`src/rtl/uart_rx_deframe_if.sv`:
```
// -----------------------------------------------------------------------------
// uart_rx_deframe_if
// Bundles the configuration, serial line and downstream register-side signals
// of the UART receive front end.
//
//   baud_div   master->slave  clocks per oversample tick (0 and 1: every clock)
//   rx_en      master->slave  receiver enable
//   rx_in      master->slave  asynchronous serial line, idle high
//   rd_en      master->slave  pop FIFO head (one-cycle pulse)
//   clr_err    master->slave  clear sticky frame_err / overrun
//   rx_d       slave->master  FIFO head {stop, data[7:0], start}, 0 when empty
//   rx_valid   slave->master  FIFO not empty
//   fifo_cnt   slave->master  FIFO occupancy
//   busy       slave->master  receiver FSM not idle
//   frame_err  slave->master  sticky: stop bit received as 0
//   overrun    slave->master  sticky: frame dropped on full FIFO
//   dbg_state  slave->master  receiver FSM state (0 IDLE, 1 START, 2 DATA, 3 STOP)
//
// Handshake: rx_valid is the valid and rd_en acts as ready; one entry moves
// downstream on every rising clk edge where rx_valid and rd_en are both high.
// rd_en with rx_valid low has no effect. rx_d is stable while rx_valid is high
// and no transfer occurs.
// -----------------------------------------------------------------------------
interface uart_rx_deframe_if #(
  parameter int BAUD_W = 16,
  parameter int CNT_W  = 3
);
  logic [BAUD_W-1:0] baud_div;
  logic              rx_en;
  logic              rx_in;
  logic              rd_en;
  logic              clr_err;
  logic [9:0]        rx_d;
  logic              rx_valid;
  logic [CNT_W-1:0]  fifo_cnt;
  logic              busy;
  logic              frame_err;
  logic              overrun;
  logic [1:0]        dbg_state;

  modport master (
    output baud_div, rx_en, rx_in, rd_en, clr_err,
    input  rx_d, rx_valid, fifo_cnt, busy, frame_err, overrun, dbg_state
  );

  modport slave (
    input  baud_div, rx_en, rx_in, rd_en, clr_err,
    output rx_d, rx_valid, fifo_cnt, busy, frame_err, overrun, dbg_state
  );
endinterface

```
`src/rtl/uart_rx_deframe.sv`:
```
// -----------------------------------------------------------------------------
// uart_rx_deframe
// Receive front end of the UART: synchronises and oversamples rx_in,
// deserialises 8N1 frames and buffers them in a show-ahead FIFO that the
// register datapath pops one entry per read.
//
// Ports:
//   clk   system clock
//   rst   asynchronous active-low reset
//   bus   uart_rx_deframe_if.slave (config, serial line, FIFO read side,
//         sticky status, debug state)
// -----------------------------------------------------------------------------
module uart_rx_deframe #(
  parameter int OVERSAMPLE = 16,
  parameter int FIFO_DEPTH = 4,
  parameter int BAUD_W     = 16
) (
  input logic              clk,
  input logic              rst,
  uart_rx_deframe_if.slave bus
);

  localparam int PTR_W = $clog2(FIFO_DEPTH);
  localparam int CNT_W = PTR_W + 1;
  localparam int N_W   = $clog2(OVERSAMPLE);
  localparam logic [N_W-1:0]   N_HALF = N_W'(OVERSAMPLE / 2 - 1);
  localparam logic [N_W-1:0]   N_FULL = N_W'(OVERSAMPLE - 1);
  localparam logic [CNT_W-1:0] CNT_FULL = CNT_W'(FIFO_DEPTH);

  typedef enum logic [1:0] {
    S_IDLE  = 2'd0,
    S_START = 2'd1,
    S_DATA  = 2'd2,
    S_STOP  = 2'd3
  } state_e;

  state_e            state_q, state_d;
  logic              rx_meta_q, rx_meta_d;
  logic              rx_sync_q, rx_sync_d;
  logic              rx_prev_q, rx_prev_d;
  logic [BAUD_W-1:0] div_q, div_d;
  logic [BAUD_W-1:0] tcnt_q, tcnt_d;
  logic [BAUD_W-1:0] tcnt_term;
  logic              tick;
  logic [N_W-1:0]    n_q, n_d;
  logic [2:0]        k_q, k_d;
  logic [7:0]        shreg_q, shreg_d;
  logic              push_q, push_d;
  logic [9:0]        frame_q, frame_d;
  logic              busy_q, busy_d;
  logic [9:0]        mem_q [FIFO_DEPTH];
  logic [9:0]        mem_d [FIFO_DEPTH];
  logic [PTR_W-1:0]  wr_ptr_q, wr_ptr_d;
  logic [PTR_W-1:0]  rd_ptr_q, rd_ptr_d;
  logic [CNT_W-1:0]  cnt_q, cnt_d;
  logic              ferr_q, ferr_d;
  logic              ovr_q, ovr_d;
  logic              full, rd_fire, wr_ok, ferr_set, ovr_set;

  // Two-flop synchroniser plus one more stage for falling-edge detection.
  always_comb begin
    rx_meta_d = bus.rx_in;
    rx_sync_d = rx_meta_q;
    rx_prev_d = rx_sync_q;
  end

  // Oversample tick generator. The divisor is latched only in IDLE and at a
  // counter wrap, so a baud_div change never shortens or stretches a tick
  // already in progress.
  always_comb begin
    tcnt_term = (div_q > BAUD_W'(1)) ? (div_q - BAUD_W'(1)) : '0;
    tick      = (tcnt_q == tcnt_term);
    div_d     = div_q;
    tcnt_d    = tcnt_q;
    if (state_q == S_IDLE || tick) begin
      tcnt_d = '0;
      div_d  = bus.baud_div;
    end else begin
      tcnt_d = tcnt_q + BAUD_W'(1);
    end
  end

  // Receiver FSM.
  always_comb begin
    state_d = state_q;
    n_d     = n_q;
    k_d     = k_q;
    shreg_d = shreg_q;
    frame_d = frame_q;
    push_d  = 1'b0;
    case (state_q)
      S_IDLE: begin
        if (bus.rx_en && !rx_sync_q && rx_prev_q) begin
          state_d = S_START;
          n_d     = '0;
        end
      end
      S_START: begin
        if (tick) begin
          if (n_q == N_HALF) begin
            // Mid start bit: a line already back high was a glitch.
            n_d = '0;
            k_d = '0;
            state_d = rx_sync_q ? S_IDLE : S_DATA;
          end else begin
            n_d = n_q + N_W'(1);
          end
        end
      end
      S_DATA: begin
        if (tick) begin
          if (n_q == N_FULL) begin
            n_d     = '0;
            shreg_d = {rx_sync_q, shreg_q[7:1]};  // LSB arrives first
            k_d     = k_q + 3'd1;
            if (k_q == 3'd7) state_d = S_STOP;
          end else begin
            n_d = n_q + N_W'(1);
          end
        end
      end
      S_STOP: begin
        if (tick) begin
          if (n_q == N_FULL) begin
            n_d     = '0;
            frame_d = {rx_sync_q, shreg_q, 1'b0};
            push_d  = 1'b1;
            state_d = S_IDLE;
          end else begin
            n_d = n_q + N_W'(1);
          end
        end
      end
      default: state_d = S_IDLE;
    endcase
    // Disabling the receiver abandons any partial frame.
    if (!bus.rx_en) begin
      state_d = S_IDLE;
      push_d  = 1'b0;
    end
    busy_d = (state_d != S_IDLE);
  end

  // FIFO and sticky status. A push into a full FIFO still lands when the
  // head is popped in the same cycle: the slot being written is the one the
  // reader is vacating.
  always_comb begin
    full     = (cnt_q == CNT_FULL);
    rd_fire  = bus.rd_en && (cnt_q != '0);
    wr_ok    = push_q && (!full || rd_fire);
    ferr_set = push_q && !frame_q[9];
    ovr_set  = push_q && full && !rd_fire;

    mem_d    = mem_q;
    wr_ptr_d = wr_ptr_q;
    rd_ptr_d = rd_ptr_q;
    cnt_d    = cnt_q;
    if (wr_ok) begin
      mem_d[wr_ptr_q] = frame_q;
      wr_ptr_d        = wr_ptr_q + PTR_W'(1);
    end
    if (rd_fire) begin
      rd_ptr_d = rd_ptr_q + PTR_W'(1);
    end
    if (wr_ok && !rd_fire) begin
      cnt_d = cnt_q + CNT_W'(1);
    end else if (!wr_ok && rd_fire) begin
      cnt_d = cnt_q - CNT_W'(1);
    end

    // Set has priority over clear.
    ferr_d = (ferr_q && !bus.clr_err) || ferr_set;
    ovr_d  = (ovr_q && !bus.clr_err) || ovr_set;
  end

  always_ff @(posedge clk or negedge rst) begin
    if (!rst) begin
      state_q   <= S_IDLE;
      rx_meta_q <= 1'b1;
      rx_sync_q <= 1'b1;
      rx_prev_q <= 1'b1;
      div_q     <= '0;
      tcnt_q    <= '0;
      n_q       <= '0;
      k_q       <= '0;
      shreg_q   <= '0;
      push_q    <= 1'b0;
      frame_q   <= '0;
      busy_q    <= 1'b0;
      for (int i = 0; i < FIFO_DEPTH; i++) mem_q[i] <= '0;
      wr_ptr_q  <= '0;
      rd_ptr_q  <= '0;
      cnt_q     <= '0;
      ferr_q    <= 1'b0;
      ovr_q     <= 1'b0;
    end else begin
      state_q   <= state_d;
      rx_meta_q <= rx_meta_d;
      rx_sync_q <= rx_sync_d;
      rx_prev_q <= rx_prev_d;
      div_q     <= div_d;
      tcnt_q    <= tcnt_d;
      n_q       <= n_d;
      k_q       <= k_d;
      shreg_q   <= shreg_d;
      push_q    <= push_d;
      frame_q   <= frame_d;
      busy_q    <= busy_d;
      for (int i = 0; i < FIFO_DEPTH; i++) mem_q[i] <= mem_d[i];
      wr_ptr_q  <= wr_ptr_d;
      rd_ptr_q  <= rd_ptr_d;
      cnt_q     <= cnt_d;
      ferr_q    <= ferr_d;
      ovr_q     <= ovr_d;
    end
  end

  assign bus.rx_d      = (cnt_q != '0) ? mem_q[rd_ptr_q] : '0;
  assign bus.rx_valid  = (cnt_q != '0);
  assign bus.fifo_cnt  = cnt_q;
  assign bus.busy      = busy_q;
  assign bus.frame_err = ferr_q;
  assign bus.overrun   = ovr_q;
  assign bus.dbg_state = state_q;

endmodule

```
`src/flat_wrapper.sv`:
```
// flat-port wrapper written by rule: the top's interface ports become plain ports
module uart_rx_deframe_flat 
#(
  parameter int OVERSAMPLE = 16,
  parameter int FIFO_DEPTH = 4,
  parameter int BAUD_W     = 16
)
  (clk, rst, bus_baud_div, bus_rx_en, bus_rx_in, bus_rd_en, bus_clr_err, bus_rx_d, bus_rx_valid, bus_fifo_cnt, bus_busy, bus_frame_err, bus_overrun, bus_dbg_state);
  uart_rx_deframe_if #(.BAUD_W(BAUD_W), .CNT_W(3)) bus_i ();
  input logic clk;
  input logic rst;
  input wire logic [$bits(bus_i.baud_div)-1:0] bus_baud_div;
  input wire logic [$bits(bus_i.rx_en)-1:0] bus_rx_en;
  input wire logic [$bits(bus_i.rx_in)-1:0] bus_rx_in;
  input wire logic [$bits(bus_i.rd_en)-1:0] bus_rd_en;
  input wire logic [$bits(bus_i.clr_err)-1:0] bus_clr_err;
  output wire logic [$bits(bus_i.rx_d)-1:0] bus_rx_d;
  output wire logic [$bits(bus_i.rx_valid)-1:0] bus_rx_valid;
  output wire logic [$bits(bus_i.fifo_cnt)-1:0] bus_fifo_cnt;
  output wire logic [$bits(bus_i.busy)-1:0] bus_busy;
  output wire logic [$bits(bus_i.frame_err)-1:0] bus_frame_err;
  output wire logic [$bits(bus_i.overrun)-1:0] bus_overrun;
  output wire logic [$bits(bus_i.dbg_state)-1:0] bus_dbg_state;
  assign bus_i.baud_div = bus_baud_div;
  assign bus_i.rx_en = bus_rx_en;
  assign bus_i.rx_in = bus_rx_in;
  assign bus_i.rd_en = bus_rd_en;
  assign bus_i.clr_err = bus_clr_err;
  assign bus_rx_d = bus_i.rx_d;
  assign bus_rx_valid = bus_i.rx_valid;
  assign bus_fifo_cnt = bus_i.fifo_cnt;
  assign bus_busy = bus_i.busy;
  assign bus_frame_err = bus_i.frame_err;
  assign bus_overrun = bus_i.overrun;
  assign bus_dbg_state = bus_i.dbg_state;
  uart_rx_deframe #(.OVERSAMPLE(OVERSAMPLE), .FIFO_DEPTH(FIFO_DEPTH), .BAUD_W(BAUD_W)) u_core (.clk(clk), .rst(rst), .bus(bus_i));
endmodule
```
`config.mk`:
```
export PLATFORM = sky130hd
export DESIGN_NAME = uart_rx_deframe_flat
export DESIGN_NICKNAME = d
export VERILOG_FILES = /design/src/rtl/uart_rx_deframe_if.sv /design/src/rtl/uart_rx_deframe.sv /design/src/flat_wrapper.sv
export SDC_FILE = /design/constraint.sdc
export NUM_CORES = 1
export LEC_CHECK = 0
export CORE_UTILIZATION = 40
export DETAILED_ROUTE_END_ITERATION = 12
export PLACE_DENSITY = 0.67
export SKIP_LAST_GASP = 1
export SYNTH_ARGS = -nofsm -noshare
export SYNTH_HDL_FRONTEND = slang
export SYNTH_SLANG_ARGS = --single-unit
```
`constraint.sdc`:
```
create_clock -name clk -period 5 [get_ports clk]
set_input_delay 0.5 -clock clk [delete_from_list [all_inputs] [get_ports clk]]
set_output_delay 0.5 -clock clk [all_outputs]
set_load 0.005 [all_outputs]
```
==> run_results.csv <==
group,metric,value,unit
outcome,status,"finished clean",
place,gp_routability_congestion,0.909,
finish,syn2layout_area_growth,14.0,%
sta,fmax,246,MHz
synth,synth_edf_count,0,
synth,yosysMostFrequentCell,"dfrtp_1",
clocking,insertion_delay,0.35,ns
critical_path,arrival,4.29,ns
critical_path,r2r_end,"u_core.div_q[15]",
critical_path,path_class,"reg2reg",
die,ios,41,
routing,postRouteAntennaNets,0,
clocking,root_buffer,"clkbuf_16",
synth,ys_types,69,
sta,rsz0062_at_grt,"no",
sta,finalClockSkew,0.00879,ns
critical_path,rrSetupSlack,0.93,ns
routing,via_count,3909,
sta,setup_viol,0,
global_route,grt_max_degree,63,
clocking,path_clk_slew,0.07,ns
routing,dr.pass1.iters,4,
place,place_hpwl,8500,um
sta,setup_tns,0,ns
job,maxCapViolCount,0,
synth,synthArstFlopShare,100,%
clocking,postCtsSetupBuffers,0,
die,die_h,122,um
routing,post-route-drc-count,0,
place,portBuffers,39,
finish,nets,569,
clocking,cts_buffers,9,
critical_path,rr_startpoint,"u_core.div_q[0]",
clocking,tritoncts,"built",
finish,fillers,1270,
routing,routedWlPerCell,16.3,um
die,core,0.0139,sq mm
finish,layout-drive-gt1-share,21.3,%
sta,tightest_slew,0.786,ns
synth,synth_top_area_share,45.6,%
synth,synthSimpleGateAreaFrac,14.3,%
synth,ys.flop_type,"dfrtp_1",
sta,slew_headroom,47.6,%
synth,ys_seq_area_share,47.0,%
clocking,holdBufCountCts,0,
synth,synth-compound-area-share,8.35,%
critical_path,endpoint,"u_core.div_q[15]",
die,start_util,41.3,%
synth,synth_nets,539,
global_route,grt_pass1_wl,20000,um
routing,drtIter0Drc,261,
die,die_x,122,um
critical_path,worstPathRequired,5.22,ns
die,die_area,0.0149,sq mm
global_route,antenna_found_initial,0,
critical_path,rr_worst_depth,12,
clocking,cts_resized,0,
power,p_leak,0.00284,uW
routing,avgViaCountPerCell,5.47,
synth,ys_seq_elements,108,
hold_path,min_path_type,"in2async",
clocking,cts.htree.levels,3,
finish,multi_input_area,0.00284,sq mm
synth,synth_mux_area_share,18.5,%
clocking,cts_sinks,108,
sta,hold_viol,0,
sta,min_period,4.07,ns
place,place_area,0.00626,sq mm
synth,synth-warning-count,0,
critical_path,setup.worst_path.start,"u_core.div_q[0]",
synth,yosys-top-cells-count,"105 x dfrtp_1, 64 x mux2_2, 33 x nor2_1",
synth,synth_area,0.00576,sq mm
routing,wirelength,11600,um
global_route,overflow,0,
finish,design_area,0.00656,sq mm
synth,synth-adder-area-share,3.61,%
critical_path,worstPathMaxFanout,17,
synth,synth_largest_area_cell,"dfrtp_1",
critical_path,cp-start-kind,"flop",
synth,synth_cells,501,
finish,regArea,0.00271,sq mm
critical_path,endpoint_kind,"flop",
global_route,grt_pass1_vias,4037,
sta,drv_slew,0,
synth,synth_top_family_by_area,"multiplexers",
synth,yosys.area_share.xor_xnor,4.56,%
sta,period_share,81.4,%
finish,antennaDiodeCount,0,
power,vdd_drop_max,0.212,mV
synth,syn_avg_cell_area,11.5,sq um
die,rows,43,
global_route,grt_usage,17.3,%
synth,yosys-top-cells-area,"dfrtp_1 46%, mux2_2 13%, mux4_2 3.5%, ha_1 3.3%, xnor2_1 2.6%",
power,power_density,323,mW/mm^2
clocking,cts_buffer_depth,2,
==> sequential cells by signal, indices dropped and copies added, names as in the netlist <==
signal                flops
u_core.bus.fifo_cnt       3
u_core.rx_prev_q          1
u_core.bus.frame_err      1
u_core.k_q                3
u_core.frame_q            9
u_core.push_q             1
u_core.div_q             16
u_core.tcnt_q            16
u_core.rx_prev_d          1
u_core.wr_ptr_q           2
u_core.mem_q             36
u_core.bus.busy           1
u_core.bus.overrun        1
u_core.n_q                4
u_core.shreg_q            8
u_core.rd_ptr_q           2
u_core.rx_meta_q          1
u_core.bus.dbg_state      2
==> stage by stage <==
| step | total power, uW | hold WS [ns] | setup slack, ns | instances | utilization [%] |
|---|---|---|---|---|---|
| floorplan | 1290 | 0.204 | 1.50 | 501 | - |
| global placement | 1420 | 0.347 | 1.06 | 700 | 45.0 |
| detailed placement | 1440 | 0.353 | 0.941 | 700 | 45.0 |
| CTS | 2150 | 0.257 | 0.932 | 715 | 47.1 |
| global route | 2250 | 0.288 | 0.478 | 715 | 47.1 |
| finish | 2120 | 0.227 | 0.931 | 715 | 47.1 |
==> area by class of cell <==
class                   count  area share (%)
repair buffers             41            6.14
flip-flops and latches    108            41.2
multi-input cells         347            43.3
clock inverters             6            1.09
clock buffers               9            3.43
well taps                 180            3.43
inverters                  24            1.37
==> cells by family after synthesis <==
logic type,count (synthesis)
buf+inv,46
xor+xnor,30
simple gates,148
compound gates,69
flops,108
fa+ha+maj,16
other cells,1
mux,83
==> layer usage <==
| metal | share of wire (%) | up-vias | global-route usage, % |
|---|---|---|---|
| li1 | - | 1867 | - |
| met1 | 45 | 1947 | 22.1 |
| met2 | 50 | 83 | 29.3 |
| met3 | 3.9 | 12 | 3.98 |
| met4 | 1.0 | 0 | 4.94 |
| met5 | 0 | - | 0 |
==> worst max-delay path, cell delays in order (launching register included) <==
cell and delay, ns:
dfrtp_1 0.44, inv_1 0.12, ha_1 0.26, or4b_1 0.64, or3_1 0.43, o21ai_0 0.10
o211ai_1 0.11, nor3_1 0.35, nand4b_1 0.23, nor2_1 0.18, nand2_1 0.09, nand2_1 0.58
mux2_2 0.42
==> worst min-delay path by stage <==
stage,startpoint,end,slack [ns],cells past startpoint
after floorplan,rst,u_core.bus.busy,0.20,0
final,rst,u_core.bus.fifo_cnt[0],0.23,1
after global placement,u_core.rx_meta_q,u_core.rx_prev_d,0.35,0
after detailed placement,u_core.rx_meta_q,u_core.rx_prev_d,0.35,0
after global routing,rst,u_core.bus.fifo_cnt[0],0.29,1
after CTS,rst,u_core.bus.fifo_cnt[2],0.26,1
==> placed cells by master, fill, tap and decap left out, drive strengths merged, types with 2 or more instances in the layout <==
master / instances
dfstp: 3
o31ai: 3
o32ai: 2
a22o: 4
a32oi: 2
mux2: 72
a21boi: 2
and2: 11
or2: 3
nor3b: 2
or3: 7
o22ai: 3
a31oi: 3
inv: 27
nor3: 17
nand2: 24
nand4: 9
ha: 15
clkbuf: 9
nand4b: 2
nor2b: 4
mux4: 9
o41ai: 2
nor4: 7
nor2: 33
or4: 5
and3: 5
xor2: 13
nand3: 14
o21ai: 14
dfrtp: 105
buf: 3
o211ai: 5
o311ai: 2
xnor2: 17
nor4b: 2
clkdlybuf4s50: 38
a21oi: 13
mux2i: 2
==> power breakdown <==
part	switching (uW)	total (uW)	leakage, uW	internal (uW)
clock network	318	710	0.000144	392
logic	169	365	0.00125	196
registers	121	1050	0.00145	926
total	608	2120	0.00284	1510
No activity file was read; power rests on OpenSTA's default activity.
